## config.mk

```make
export PLATFORM = sky130hd
export DESIGN_NAME = log2_frac
export DESIGN_NICKNAME = d
export VERILOG_FILES = /design/src/rtl/log2_frac_pkg.sv /design/src/rtl/log2_lod.sv /design/src/rtl/log2_frac.sv
export SDC_FILE = /design/constraint.sdc
export NUM_CORES = 1
export LEC_CHECK = 0
export ABC_AREA = 1
export BUFFER_PORTS_ARGS = -buffer_cell sky130_fd_sc_hd__buf_2
export CAP_MARGIN = 20
export CORE_ASPECT_RATIO = 1.5
export CORE_UTILIZATION = 35
export CTS_CLUSTER_SIZE = 20
export DETAILED_ROUTE_END_ITERATION = 10
export PLACE_DENSITY = 0.64
export SLEW_MARGIN = 20
export SYNTH_ARGS = -nofsm -noshare
export SYNTH_HDL_FRONTEND = slang
export SYNTH_SLANG_ARGS = --single-unit
export TNS_END_PERCENT = 10
```

## constraint.sdc

```tcl
create_clock -name clk_i -period 2.6 [get_ports clk_i]
set_input_delay 0.39 -clock clk_i [delete_from_list [all_inputs] [get_ports clk_i]]
set_output_delay 0.39 -clock clk_i [all_outputs]
set_load 0.05 [all_outputs]
```

## src/rtl/log2_frac_pkg.sv

```systemverilog
// log2_frac_pkg
//   Shared definitions for the fixed-point log2 stage:
//   - default input magnitude width and fractional width,
//   - derivation functions for the integer field and output widths,
//   - log2_frac_t, the packed {int, frac} result at default widths.
//   No ports (package).
package log2_frac_pkg;

    localparam int unsigned I_BW_DEF    = 32;
    localparam int unsigned FRAC_BW_DEF = 2;

    // The integer field must hold 0..I_BW+1 (I_BW+1 only reachable with rounding).
    function automatic int unsigned calc_int_bw(input int unsigned i_bw);
        return $clog2(i_bw + 2);
    endfunction

    function automatic int unsigned calc_o_bw(input int unsigned i_bw,
                                              input int unsigned frac_bw);
        return calc_int_bw(i_bw) + frac_bw;
    endfunction

    localparam int unsigned INT_BW_DEF = calc_int_bw(I_BW_DEF);
    localparam int unsigned O_BW_DEF   = calc_o_bw(I_BW_DEF, FRAC_BW_DEF);

    typedef struct packed {
        logic [INT_BW_DEF-1:0]  int_part;
        logic [FRAC_BW_DEF-1:0] frac_part;
    } log2_frac_t;

endpackage

```

## src/rtl/log2_lod.sv

```systemverilog
// log2_lod
//   Combinational leading-one detector built as a binary tree of pairwise
//   merges. The input is zero-padded up to the next power of two.
//   Ports:
//     data_i  [W-1:0]          word to scan
//     pos_o   [$clog2(W)-1:0]  index of the highest set bit (0 when zero_o)
//     zero_o                   data_i is all zeros
module log2_lod #(
    parameter int unsigned W = 32
) (
    input  logic [W-1:0]         data_i,
    output logic [$clog2(W)-1:0] pos_o,
    output logic                 zero_o
);

    localparam int unsigned P_BW = $clog2(W);
    localparam int unsigned LVLS = P_BW;
    localparam int unsigned N    = 1 << LVLS;

    logic [N-1:0]    pad;
    logic            vld [0:LVLS][0:N-1];
    logic [P_BW-1:0] pos [0:LVLS][0:N-1];

    // Each node at level l covers 2**l bits; pos holds the index relative to
    // the node's subtree, so a hit in the upper half just sets bit l.
    always_comb begin
        pad = '0;
        pad[W-1:0] = data_i;
        for (int unsigned l = 0; l <= LVLS; l++) begin
            for (int unsigned n = 0; n < N; n++) begin
                vld[l][n] = 1'b0;
                pos[l][n] = '0;
            end
        end
        for (int unsigned n = 0; n < N; n++) begin
            vld[0][n] = pad[n];
        end
        for (int unsigned l = 0; l < LVLS; l++) begin
            for (int unsigned n = 0; n < (N >> (l + 1)); n++) begin
                vld[l+1][n] = vld[l][2*n+1] | vld[l][2*n];
                pos[l+1][n] = vld[l][2*n+1] ? (pos[l][2*n+1] | (P_BW'(1) << l))
                                            : pos[l][2*n];
            end
        end
    end

    assign pos_o  = pos[LVLS][0];
    assign zero_o = ~vld[LVLS][0];

endmodule

```

## src/rtl/log2_frac.sv

```systemverilog
// log2_frac
//   Two-stage pipelined fixed-point log2 (Mitchell approximation).
//   data_o = {int, frac}: int = leading-one index + 1 (0 for a zero input),
//   frac = the FRAC_BW bits directly below the leading one, zero-filled.
//   Stage 1: leading-one detect. Stage 2: normalise, extract, optional round.
//   Build option: define LOG2_FRAC_ROUND_EN to round the fraction half-up
//   (carry-out clears frac and increments int); otherwise it is truncated.
//   Ports:
//     clk_i, rst_i (async, active-high)
//     en_i          gates input capture only
//     data_i [I_BW-1:0], valid_i, last_i   input stream
//     data_o [O_BW-1:0], valid_o, last_o   output stream, 2-cycle latency
module log2_frac
    import log2_frac_pkg::*;
#(
    parameter int unsigned I_BW    = I_BW_DEF,
    parameter int unsigned FRAC_BW = FRAC_BW_DEF,
    parameter int unsigned INT_BW  = calc_int_bw(I_BW),
    parameter int unsigned O_BW    = INT_BW + FRAC_BW
) (
    input  logic            clk_i,
    input  logic            rst_i,
    input  logic            en_i,
    input  logic [I_BW-1:0] data_i,
    input  logic            valid_i,
    input  logic            last_i,
    output logic [O_BW-1:0] data_o,
    output logic            valid_o,
    output logic            last_o
);

    localparam int unsigned P_BW = $clog2(I_BW);

    // ---------------- stage 1: leading-one detect ----------------
    logic [P_BW-1:0] lod_p;
    logic            lod_zero;
    logic            accept;

    logic            s1_valid;
    logic            s1_last;
    logic            s1_zero;
    logic [P_BW-1:0] s1_p;
    logic [I_BW-1:0] s1_data;

    log2_lod #(
        .W (I_BW)
    ) u_lod (
        .data_i (data_i),
        .pos_o  (lod_p),
        .zero_o (lod_zero)
    );

    assign accept = valid_i & en_i;

    always_ff @(posedge clk_i or posedge rst_i) begin
        if (rst_i) begin
            s1_valid <= 1'b0;
            s1_last  <= 1'b0;
            s1_zero  <= 1'b0;
            s1_p     <= '0;
            s1_data  <= '0;
        end else begin
            s1_valid <= accept;
            if (accept) begin
                s1_last <= last_i;
                s1_zero <= lod_zero;
                s1_p    <= lod_p;
                s1_data <= data_i;
            end
        end
    end

    // ---------------- stage 2: normalise / extract / round ----------------
    logic [P_BW-1:0]    shamt;
    logic [INT_BW-1:0]  int_base;
    logic [INT_BW-1:0]  int_res;
    logic [FRAC_BW-1:0] frac_res;

    assign shamt    = P_BW'(I_BW - 1) - s1_p;
    assign int_base = s1_zero ? '0 : (INT_BW'(s1_p) + INT_BW'(1));

    // The word is extended by one zero LSB so the round bit always exists
    // (reads as 0 when there is nothing below the kept fraction). After the
    // shift the leading one sits at bit I_BW; the window starts below it.
`ifdef LOG2_FRAC_ROUND_EN
    localparam int unsigned WIN_BW = FRAC_BW + 1;
    logic [WIN_BW-1:0]  win;
    logic [FRAC_BW:0]   frac_sum;

    assign win      = WIN_BW'(({s1_data, 1'b0} << shamt) >> (I_BW - 1 - FRAC_BW));
    assign frac_sum = {1'b0, win[WIN_BW-1:1]} + (FRAC_BW + 1)'(win[0]);
    assign frac_res = frac_sum[FRAC_BW-1:0];
    assign int_res  = int_base + INT_BW'(frac_sum[FRAC_BW]);
`else
    localparam int unsigned WIN_BW = FRAC_BW;
    logic [WIN_BW-1:0]  win;

    assign win      = WIN_BW'(({s1_data, 1'b0} << shamt) >> (I_BW - FRAC_BW));
    assign frac_res = win;
    assign int_res  = int_base;
`endif

    always_ff @(posedge clk_i or posedge rst_i) begin
        if (rst_i) begin
            data_o  <= '0;
            valid_o <= 1'b0;
            last_o  <= 1'b0;
        end else begin
            valid_o <= s1_valid;
            last_o  <= s1_valid & s1_last;
            if (s1_valid) begin
                data_o <= {int_res, frac_res};
            end
        end
    end

endmodule

```

# Word-level counts from Yosys, hierarchy flattened
# Index checks and enable logic that the tools add are counted.
# totals
mem_count,0
reg_bits,50
romBits,0
mem_bits_rw,0
latch_bits,0
output_inout_bits,10
# classes
reduce_logical,0
n_lt_le_gt_ge,0
n_shift,1
bitwise,34
div,0
n_eq_ne,0
muxes,32
multipliers,0
addsub,2
# ops
cell,n
$mux 5,8
$shl 33x5->32,1
$or 1x1->1,31
$mux 1,16
$mux 2,4
$mux 4,2
$add 5x1->6 const B,1
$mux 6,1
$sub 5x5->5 const A,1
$mux 3,1
$and 1x1->1,2
$not 1->1,1

# Longest topological paths before layout
# Gate-level depths: netlist (run 1).
# logic_depth
word_depth,6
mapped_depth,10
depth_no_buf,9

# Cells and area by module
# Synthesis (run 1) repeated with hierarchy kept, for this count alone.
# unflattened
cells_unflattened,429
hier_area_um2,2952.8
# modules_own_cells
module,cells_each,seq_area_each_um2,area_each_um2,instances
log2_frac,340,1226.2,2521.2,1
log2_lod,89,0.0,431.7,1

# Least setup slack after synthesis (run 1)
# OpenSTA, ideal clock, no wires.
# synth_timing
path_kind,register to register
startpoint,reg s1_p[0]
endpoint,reg data_o[0]
path_buffers,2
setup_ns,0.118
stages_incl_launch_ff,9
setup_slack_ns,1.336
t_arrival_ns,1.146
cell_sequence,dfrtp_1 buf_6 buf_6 o211ai_1 nand3_1 nand2_1 nand3_1 nand3_1 nand2_1
# synth_via
elab_chain_cells,2
# synth_rtl
element,line,rtl
from (decl),log2_frac.sv:42,logic [P_BW-1:0] s1_p;
from (signal assigned),log2_frac.sv:67,s1_p <= lod_p;
$sub 5x5->5,log2_frac.sv:79,assign shamt = P_BW'(I_BW - 1) - s1_p;
$shl 33x5->32,log2_frac.sv:98,"assign win = WIN_BW'(({s1_data, 1'b0} << shamt) >> (I_BW - FRAC_BW));"
to (signal assigned),log2_frac.sv:112,"data_o <= {int_res, frac_res};"
to (decl),log2_frac.sv:27,"output logic [O_BW-1:0] data_o,"
# Every way passes these cells.
# A chain may end at the register's enable or synchronous reset.

# Final worst setup path (run 1)
# layout_timing
startpoint,reg s1_p[1]
endpoint,reg data_o[1]
# The elaborated chain is that of the path after synthesis.

==> summary.md, run 1 <==
| Metric | Value |
|---|---|
| Clock Skew | 2.389 ps |
| Number of diodes added for antenna fixing | 0 |
| Synthesized cell area | 2836 µm² |
| Total of buffers placed on input and output ports | 46 |
| Switching power share of the total | 0.3367 |
| IR drop worst, VDD | 0.2756 mV |
| Vias after detailed routing | approximately 2700 |
| DRC violations left | 0 |
| Outcome | complete, no violations |
| Total of cells resized after clock tree synthesis | 0 |
| Max H-tree Level | 2 |
| Average instance area after synthesis | 6.786 µm² |
| Fmax achieved | 588.2 MHz |
| Last weighted congestion value of the routability-driven placer | 0.8262 |
| First-pass GRT wire length | 11.76 mm |
| Sequential power share | 0.442 |
| Unrepaired setup endpoints after global routing | false |
| Total wirelength of the detailed-routed design | 6.892 mm |
| Global Route Usage Sum | 0.1810 |
| Number of warnings printed during yosys synthesis | 0 |
| Via/cell ratio | approximately 4.7 |
| Final number of max-transition violations | 0 |
| Pint | 0.001421 W |
| Floorplan die area | approximately 8500 µm² |
| Detail-routed net length per standard cell | between 10 and 15 µm |
| Clock transition at the register clock pins on the worst setup and hold paths after CTS | 60 ps |
| Largest net degree at the start of global routing | 34 |
| Flops & latches, synth | 49 |
| Worst hold path class | input pin to asynchronous set/reset pin |
| Design Power | 0.002143 W |
| Number of instances in the synthesized netlist | between 400 and 500 |
| Worst-Margin Slew | 682.0 ps |
| Setup crit start kind | register |
| Slew headroom | 0.5449 |
| CP max FO | 18 |
| Final net count | between 400 and 500 |
| Clock network power share | 0.302 |
| Worst Path Arrival | 1890 ps |
| Required time of the critical path | 2790 ps |
| Std-Cell Rows | 39 |
| Vias in the first global route | 2521 |
| Clk sinks | 49 |
| Total congestion overflow after global routing | 0 |
| Antenna violations before repair | 0 |
| Die Height | 112.3 µm |
| Clock Path Buffers | 2 |
| Fin crit period | 1700 ps |
| Post-synthesis net count | roughly 460 |
| Setup Viol. Count Final | 0 |
| TritonCTS clock tree | yes |
| Classification of the worst setup path | register to register |
| Proportion of netlist area held by the largest area contributor | 0.4323 |
| Area of the core | approximately 7700 µm² |
| HPWL after detailed placement | ~5.3 mm |
| Sequential-to-total area share from yosys stat | 0.4323 |
| Count of maximum capacitance violations | 0 |
| Share of final-layout standard cells stronger than drive strength 1 | 0.1435 |
| R2R setup slack | between 800 and 900 ps |
| Number of unique standard cell types used by synthesis | 25 |
| Antenna viol nets, final | 0 |
| Power density normalized to cell area | around 650 nW/µm² |
| Sort of element at the end of the critical path | register |
| Root Buffer Master | sky130_fd_sc_hd__clkbuf_16 |
| Number of placed I/O pins | 47 |
| Count of filler cells inserted in the layout | 873 |
| Count of routing violations after the opening detailed-route iteration | around 210 |
| Yosys top cell by area | sky130_fd_sc_hd__dfrtp_1 |
| Cts bufs inserted | 5 |
| First-pass iteration count of the detailed router | 4 |
| X dimension of the die | 75.51 µm |
| Final hold vios | 0 |
| Buffers inserted by post-CTS timing repair | 0 |
| Most area-consuming cells after synthesis | sky130_fd_sc_hd__dfrtp_1 43%, sky130_fd_sc_hd__nand2_1 20%, sky130_fd_sc_hd__nand3_1 8.5% |
| Insertion delay to the later sink of the worst-skew pair | a little under 300 ps |
| Hold-fix buffers, CTS | 0 |
| Initial standard-cell utilization of the core | 0.3679 |
| Reported leakage power | 1.737 nW |
| Share of power burned in combinational logic | 0.256 |
| Setup TNS after final layout | 0 ps |
| Switching power total | roughly 0.00072 W |
| Final Cycle Share | 0.6539 |
| Area growth from synthesis to layout | 16.10% |
-- state kept, by name (all words and copies together) (netlist names) --
name / count
s1_p: 5
s1_zero: 1
s1_valid: 1
s1_data: 31
valid_o: 1
s1_last: 1
last_o: 1
data_o: 8
-- cells in the mapped netlist (all sizes together) --
library cell,n
o21ai,42
nand3,48
or2,2
clkbuf,6
nor3,2
a22oi,1
a21oi,12
nor4,1
inv,55
a22o,2
ha,1
nor2,30
dfrtp,49
o31ai,1
buf,10
and3,1
nand2,151
a32o,1
o211ai,3
-- through the flow --
step / cell area, µm² / utilization / cells / worst slack [ps] / hold WS, ps
3_5_place_dp: 3151 / 0.4086 / 555 / 921.3 / 466.8
5_1_grt: 3293 / 0.4271 / 562 / 730.8 / 191.4
2_1_floorplan: 2836 / - / 418 / 1037 / 431.1
3_3_place_gp: 3151 / 0.4086 / 555 / 944.3 / 450.9
4_1_cts: 3293 / 0.4271 / 562 / 914.5 / 164.3
6_report: 3293 / 0.4271 / 562 / 899.8 / 133.3
-- cell type report --
cell class	instances	area, µm²	area share
repair buffers	51	280.3	0.08511
well taps	102	127.6	0.03875
multi-input cells	298	1310	0.3978
flip-flops and latches	49	1226	0.3723
inverters	55	206.4	0.06269
clock buffers	7	142.6	0.04331
-- per-layer routing --
layer / track usage / vias to the layer above / wire [µm]
met5: 0 / - / 0
met4: 0.07531 / 0 / 187
met3: 0.02513 / 10 / 264
met2: 0.3000 / 58 / 3354
met1: 0.2312 / 1199 / 3086
li1: - / 1401 / -
-- cells in the final DEF (no fill, tap or decap) --
master,netlist,layout
sky130_fd_sc_hd__nand2_1,151,151
sky130_fd_sc_hd__inv_1,51,50
sky130_fd_sc_hd__dfrtp_1,49,49
sky130_fd_sc_hd__nand3_1,48,48
sky130_fd_sc_hd__buf_2,6,46
sky130_fd_sc_hd__o21ai_0,40,40
sky130_fd_sc_hd__nor2_1,27,27
sky130_fd_sc_hd__a21oi_1,12,12
sky130_fd_sc_hd__inv_2,4,5
sky130_fd_sc_hd__clkbuf_16,0,5
sky130_fd_sc_hd__buf_4,1,4
sky130_fd_sc_hd__o211ai_1,3,3
sky130_fd_sc_hd__nor2_2,3,3
sky130_fd_sc_hd__a22o_1,2,2
sky130_fd_sc_hd__nor3_1,2,2
sky130_fd_sc_hd__o21ai_1,2,2
sky130_fd_sc_hd__a32o_1,1,1
sky130_fd_sc_hd__and3_1,1,1
sky130_fd_sc_hd__nor4_1,1,1
sky130_fd_sc_hd__or2_2,1,1
sky130_fd_sc_hd__o31ai_1,1,1
sky130_fd_sc_hd__a22oi_1,1,1
sky130_fd_sc_hd__or2_1,1,1
sky130_fd_sc_hd__ha_1,1,1
sky130_fd_sc_hd__clkbuf_8,0,1
sky130_fd_sc_hd__clkbuf_1,6,1
sky130_fd_sc_hd__buf_12,0,1
-- cell families (layout without fill, tap and decap cells) --
| family | after synthesis | count (layout) | share of synthesized area |
|---|---|---|---|
| and+or+nand+nor | 235 | 235 | 0.3392 |
| buffers and inverters | 71 | 113 | 0.1059 |
| AOI/OAI and AO/OA | 62 | 62 | 0.1182 |
| DFF | 49 | 49 | 0.4323 |
| adders and majority gates | 1 | 1 | 0.004410 |
-- worst max-delay path: stages, from the launching register on --
cell	delay, ps
sky130_fd_sc_hd__dfrtp_1	740
sky130_fd_sc_hd__nand2_1	170
sky130_fd_sc_hd__inv_1	150
sky130_fd_sc_hd__nand2_1	60
sky130_fd_sc_hd__a21oi_1	140
sky130_fd_sc_hd__nor2_1	60
sky130_fd_sc_hd__nand2_1	60
sky130_fd_sc_hd__nand3_1	80
sky130_fd_sc_hd__nand3_1	90
sky130_fd_sc_hd__nand2_1	50
-- final timing paths --
path	start	endpoint	cells after the start
max	s1_p[1]	data_o[1]	9
max reg2reg	s1_p[1]	data_o[1]	9
min in group clk_i	last_i	s1_last	3
min reg2reg	s1_last	last_o	2
min	rst_i	s1_data[10]	2
max in group asynchronous	rst_i	s1_data[26]	3
-- power groups by stage --
stage,combinational [W],clock [W],sequential [W]
floorplan,0.000351,0,0.00101
global placement,0.000546,0,0.000958
detailed placement,0.000551,0,0.000962
CTS,0.000554,0.000659,0.000948
global route,0.000629,0.000698,0.000961
finish,0.000548,0.000648,0.000947
(Power assumes the default switching activity.)
==> run 2: changes to the inputs <==
--- a/config.mk
+++ b/config.mk
@@ -5,7 +5,7 @@
 export SDC_FILE = /design/constraint.sdc
 export NUM_CORES = 1
 export LEC_CHECK = 0
-export ABC_AREA = 1
+export ABC_AREA = 0
 export BUFFER_PORTS_ARGS = -buffer_cell sky130_fd_sc_hd__buf_2
 export CAP_MARGIN = 20
 export CORE_ASPECT_RATIO = 1.5
==> constraint.sdc (replaced) <==
create_clock -name clk_i -period 1.6 [get_ports clk_i]
set_input_delay 0.24 -clock clk_i [delete_from_list [all_inputs] [get_ports clk_i]]
set_output_delay 0.24 -clock clk_i [all_outputs]
set_load 0.05 [all_outputs]
==> run 2 against run 1 <==
The run now ends with negative setup slack left; utilization up 3.0 points; non-clock buffer count up 35; cell count down 25%; sequential power up 67%; combinational power up 95%; clock power up 57%; synthesized cell count down 43%; hold slack better by 57 ps; sequential share of layout area down 2.2 points; count of clock-buffer cells in the layout down 1; design area up 6.3%; critical path type unchanged; critical endpoint unchanged.
==> summary.md, run 2 <==
| Metric | Value |
|---|---|
| Setup Viol. Count Final | 2 (+2) |
| Slew headroom | 0.7013 (+0.1565) |
| Area growth from synthesis to layout | 26.54% |
| Final number of max-transition violations | 0 (unchanged) |
| Global Route Usage Sum | 0.1775 (-0.003476) |
| First-pass GRT wire length | 11.14 mm (-5.3%) |
| Pint | 0.002529 W (+78%) |
| Startpoint of the worst-slack reg-to-reg timing path | s1_p[0] |
| Total of buffers placed on input and output ports | 46 (unchanged) |
| Number of warnings printed during yosys synthesis | 0 (unchanged) |
| Clock transition at the register clock pins on the worst setup and hold paths after CTS | 60 ps (about the same) |
| Outcome | finished, violations left |
| Sort of element at the end of the critical path | register |
| Count of routing violations after the opening detailed-route iteration | 77 (-63%) |
| Std-Cell Rows | 39 (unchanged) |
| Ys flop type | sky130_fd_sc_hd__dfrtp_1 |
| Die Height | 110.9 µm (-1.2%) |
| Average instance area after synthesis | 11.63 µm² (+71%) |
| Delay of the slowest cell on the worst path | 480 ps (-260 ps) |
| Antenna viol nets, final | 0 (unchanged) |
| Switching power share of the total | 0.3107 (-0.02604) |
| Classification of the worst setup path | register to register |
| Buffers inserted by post-CTS timing repair | 0 (unchanged) |
| Number of placed I/O pins | 47 (unchanged) |
| Number of instances in the synthesized netlist | 238 (-43%) |
| Total wirelength of the detailed-routed design | 6.568 mm (-4.7%) |
| CP top delay family | multiplexers |
| First-pass iteration count of the detailed router | 4 (unchanged) |
| Share of final-layout standard cells stronger than drive strength 1 | 0.4196 (+0.2761) |
| Floorplan die area | 8274 µm² (-2.4%) |
| Most area-consuming cells after synthesis | sky130_fd_sc_hd__dfrtp_1 44%, sky130_fd_sc_hd__mux2_2 12%, sky130_fd_sc_hd__mux4_1 9.5% |
| CP max FO | 17 (-1) |
| R2R setup slack | -100 ps (-1000 ps) |
| DR top layer | met4 |
| Worst setup path startpoint | s1_p[0] |
| Met1 routed wirelength after detailed routing | 2.679 mm (-13%) |
| Most common library cell in the layout ignoring fill and taps | sky130_fd_sc_hd__dfrtp_1 |
| Setup TNS after final layout | -181.1 ps (-181.1 ps) |
| Final Cycle Share | 1.063 (+0.4091) |
| Clock Path Buffers | 2 (unchanged) |
| Count of cell instances traversed by the critical path | 7 (-2) |
| Worst hold path class | input pin to register |
| Final setup margin | -100.8 ps (-1001 ps) |
| Root Buffer Master | sky130_fd_sc_hd__clkbuf_16 |
| Setup crit start kind | register |
| Synthesized cell area | 2768 µm² (-2.4%) |
| Largest net degree at the start of global routing | 50 (+47%) |
| HPWL after detailed placement | 5.149 mm (-2.9%) |
| Reported leakage power | 1.604 nW (-7.6%) |
| Final hold vios | 0 (unchanged) |
| Switching power total | 0.001140 W (+58%) |
| Count of maximum capacitance violations | 0 (unchanged) |
| Clock network power share | 0.277 (-0.025) |
| Worst-Margin Slew | 444.0 ps (-238.0 ps) |
| Fin crit period | 1701 ps (+0.6570 ps) |
| Worst path slowest cell | sky130_fd_sc_hd__mux4_2 |
| Antenna violations before repair | 0 (unchanged) |
| Unrepaired setup endpoints after global routing | true |
| Clock Skew | 3.969 ps (+1.580 ps) |
| Vias in the first global route | 2262 (-10%) |
| DRC violations left | 0 (unchanged) |
| Power density normalized to cell area | 1048 nW/µm² (+61%) |
| FF-to-FF End | data_o[1] |
| X dimension of the die | 74.61 µm (-1.2%) |
| CP dominant cell by count | sky130_fd_sc_hd__buf_12 |
| Async set-reset flop share out of synthesis | 1.000 (unchanged) |
| Last weighted congestion value of the routability-driven placer | 0.8226 (-0.44%) |
| Yosys top cell by area | sky130_fd_sc_hd__dfrtp_1 |
| Flip-flop count of the largest register, all copies and words added | 31 (unchanged) |
| Initial standard-cell utilization of the core | 0.3613 (-0.006639) |
| Buffers & Inverters on Critical Path | 2 (+1) |
| Fmax achieved | 587.9 MHz (about the same) |
| Most used standard cell by instance count after synthesis | sky130_fd_sc_hd__dfrtp_1 |
| Via/cell ratio | 5.174 (+9.0%) |
| IR drop worst, VDD | 0.4762 mV (+73%) |
| Most frequent cells after synthesis | 49 x sky130_fd_sc_hd__dfrtp_1, 29 x sky130_fd_sc_hd__mux2_2, 15 x sky130_fd_sc_hd__nand2_1 |
| Max H-tree Level | 2 (unchanged) |
| Required time of the critical path | 1810 ps (-980 ps) |
| Number of flops mapped to enable cells by yosys | 0 (unchanged) |
| Routed length on met2 | 3.576 mm (+6.6%) |
| Worst-path cell chain | buf_12 -> buf_12 -> mux2i_1 -> mux4_2 -> nor3_2 -> a31oi_1 -> a41oi_2 |
| Final net count | 354 (-29%) |
| Worst Path Arrival | 1910 ps (+20 ps) |
| Regs by FF count | s1_data x31, data_o x8, s1_p x5 |
| Met3 Wirelength | 154 µm (-42%) |
| Area of the core | 7661 µm² (-0.63%) |
| Vias after detailed routing | 2168 (-19%) |
| Sequential-to-total area share from yosys stat | 0.4430 (+0.01075) |
| Flops & latches, synth | 49 (unchanged) |
| Total congestion overflow after global routing | 0 (unchanged) |
| Sequential power share | 0.432 (-0.010) |
| Setup crit end | data_o[1] |
| TritonCTS clock tree | yes |
| Cts bufs inserted | 5 (unchanged) |
| Insertion delay to the later sink of the worst-skew pair | 290 ps (about the same) |
| Post-synthesis net count | 276 (-39%) |
| Depth of the worst register-to-register path | 7 (-2) |
| Clk sinks | 49 (unchanged) |
| Number of diodes added for antenna fixing | 0 (unchanged) |
| Share of power burned in combinational logic | 0.291 (+0.035) |
| Violations in the final reports | negative setup slack |
| Count of filler cells inserted in the layout | 731 (-16%) |
| Number of unique standard cell types used by synthesis | 45 (+80%) |
| Proportion of netlist area held by the largest area contributor | 0.4430 (+0.01075) |
| Detail-routed net length per standard cell | 15.68 µm (+28%) |
| Final Util | 0.4571 (+0.02999) |
| Largest register by flop count | s1_data |
| Most used cells in the layout excluding fill and tap cells | 48 x sky130_fd_sc_hd__dfrtp_1, 46 x sky130_fd_sc_hd__buf_2, 35 x sky130_fd_sc_hd__buf_4 |
## run 2: cell type report
type	count	area, µm²	share of cell area
repair buffers	86	583.1	0.1665
clock inverters	2	10.01	0.002858
clock buffers	6	128.9	0.03680
multi-input cells	160	1373	0.3919
flip-flops and latches	49	1227	0.3505
inverters	14	52.55	0.01501
well taps	102	127.6	0.03644
## run 2: how the worst min path moves through the flow
stage,from,to,slack (ps),depth (start not counted)
finish,last_i,s1_last,190,2
global route,last_i,s1_last,190,2
CTS,last_i,s1_last,190,2
detailed placement,rst_i,valid_o,310,3
global placement,rst_i,valid_o,300,3
floorplan,data_i[29],s1_data[29],390,1
## run 2: power groups by stage
| stage | Clock [W] | Combinational, W | Sequential [W] |
|---|---|---|---|
| floorplan | 0 | 0.000626 | 0.00170 |
| global placement | 0 | 0.00105 | 0.00160 |
| detailed placement | 0 | 0.00108 | 0.00161 |
| CTS | 0.00104 | 0.00108 | 0.00158 |
| global route | 0.00109 | 0.00116 | 0.00161 |
| finish | 0.00102 | 0.00107 | 0.00158 |
## run 2: cell families (layout without fill, tap and decap cells)
kind of cell    Yosys count  count (layout)  synth area share
buf+inv                  29             108           0.05832
xor+xnor                  3               3          0.009495
compound gates           44              44            0.1040
fa+ha+maj                 1               1          0.004520
flops                    49              49            0.4430
mux                      50              50            0.2618
simple gates             62              62            0.1189
## run 2: per-layer routing
metal	track usage	vias up
met5	0	-
met4	0.06415	0
met3	0.02909	15
met2	0.3051	42
met1	0.2170	1068
li1	-	1043
## run 2: metrics by stage
step | hold slack (ps) | cells | total power (W) | instance area, µm² | setup WS (ps)
after global routing | 190.4 | 419 | 0.003857 | 3502 | -180.1
after CTS | 190.6 | 419 | 0.003700 | 3501 | -101.2
final | 190.5 | 419 | 0.003669 | 3502 | -100.8
after detailed placement | 308.5 | 410 | 0.002682 | 3352 | -88.39
after global placement | 299.6 | 410 | 0.002651 | 3352 | -42.62
after floorplan | 391.6 | 238 | 0.002324 | 2760 | -3.001
## run 2: repair_timing
action / in CTS / in global routing
resized for setup: 0 / 1
hold buffers: 1 / 0
hold endpoints to repair: 7 / 0
endpoints found under the setup margin: 2 / 3
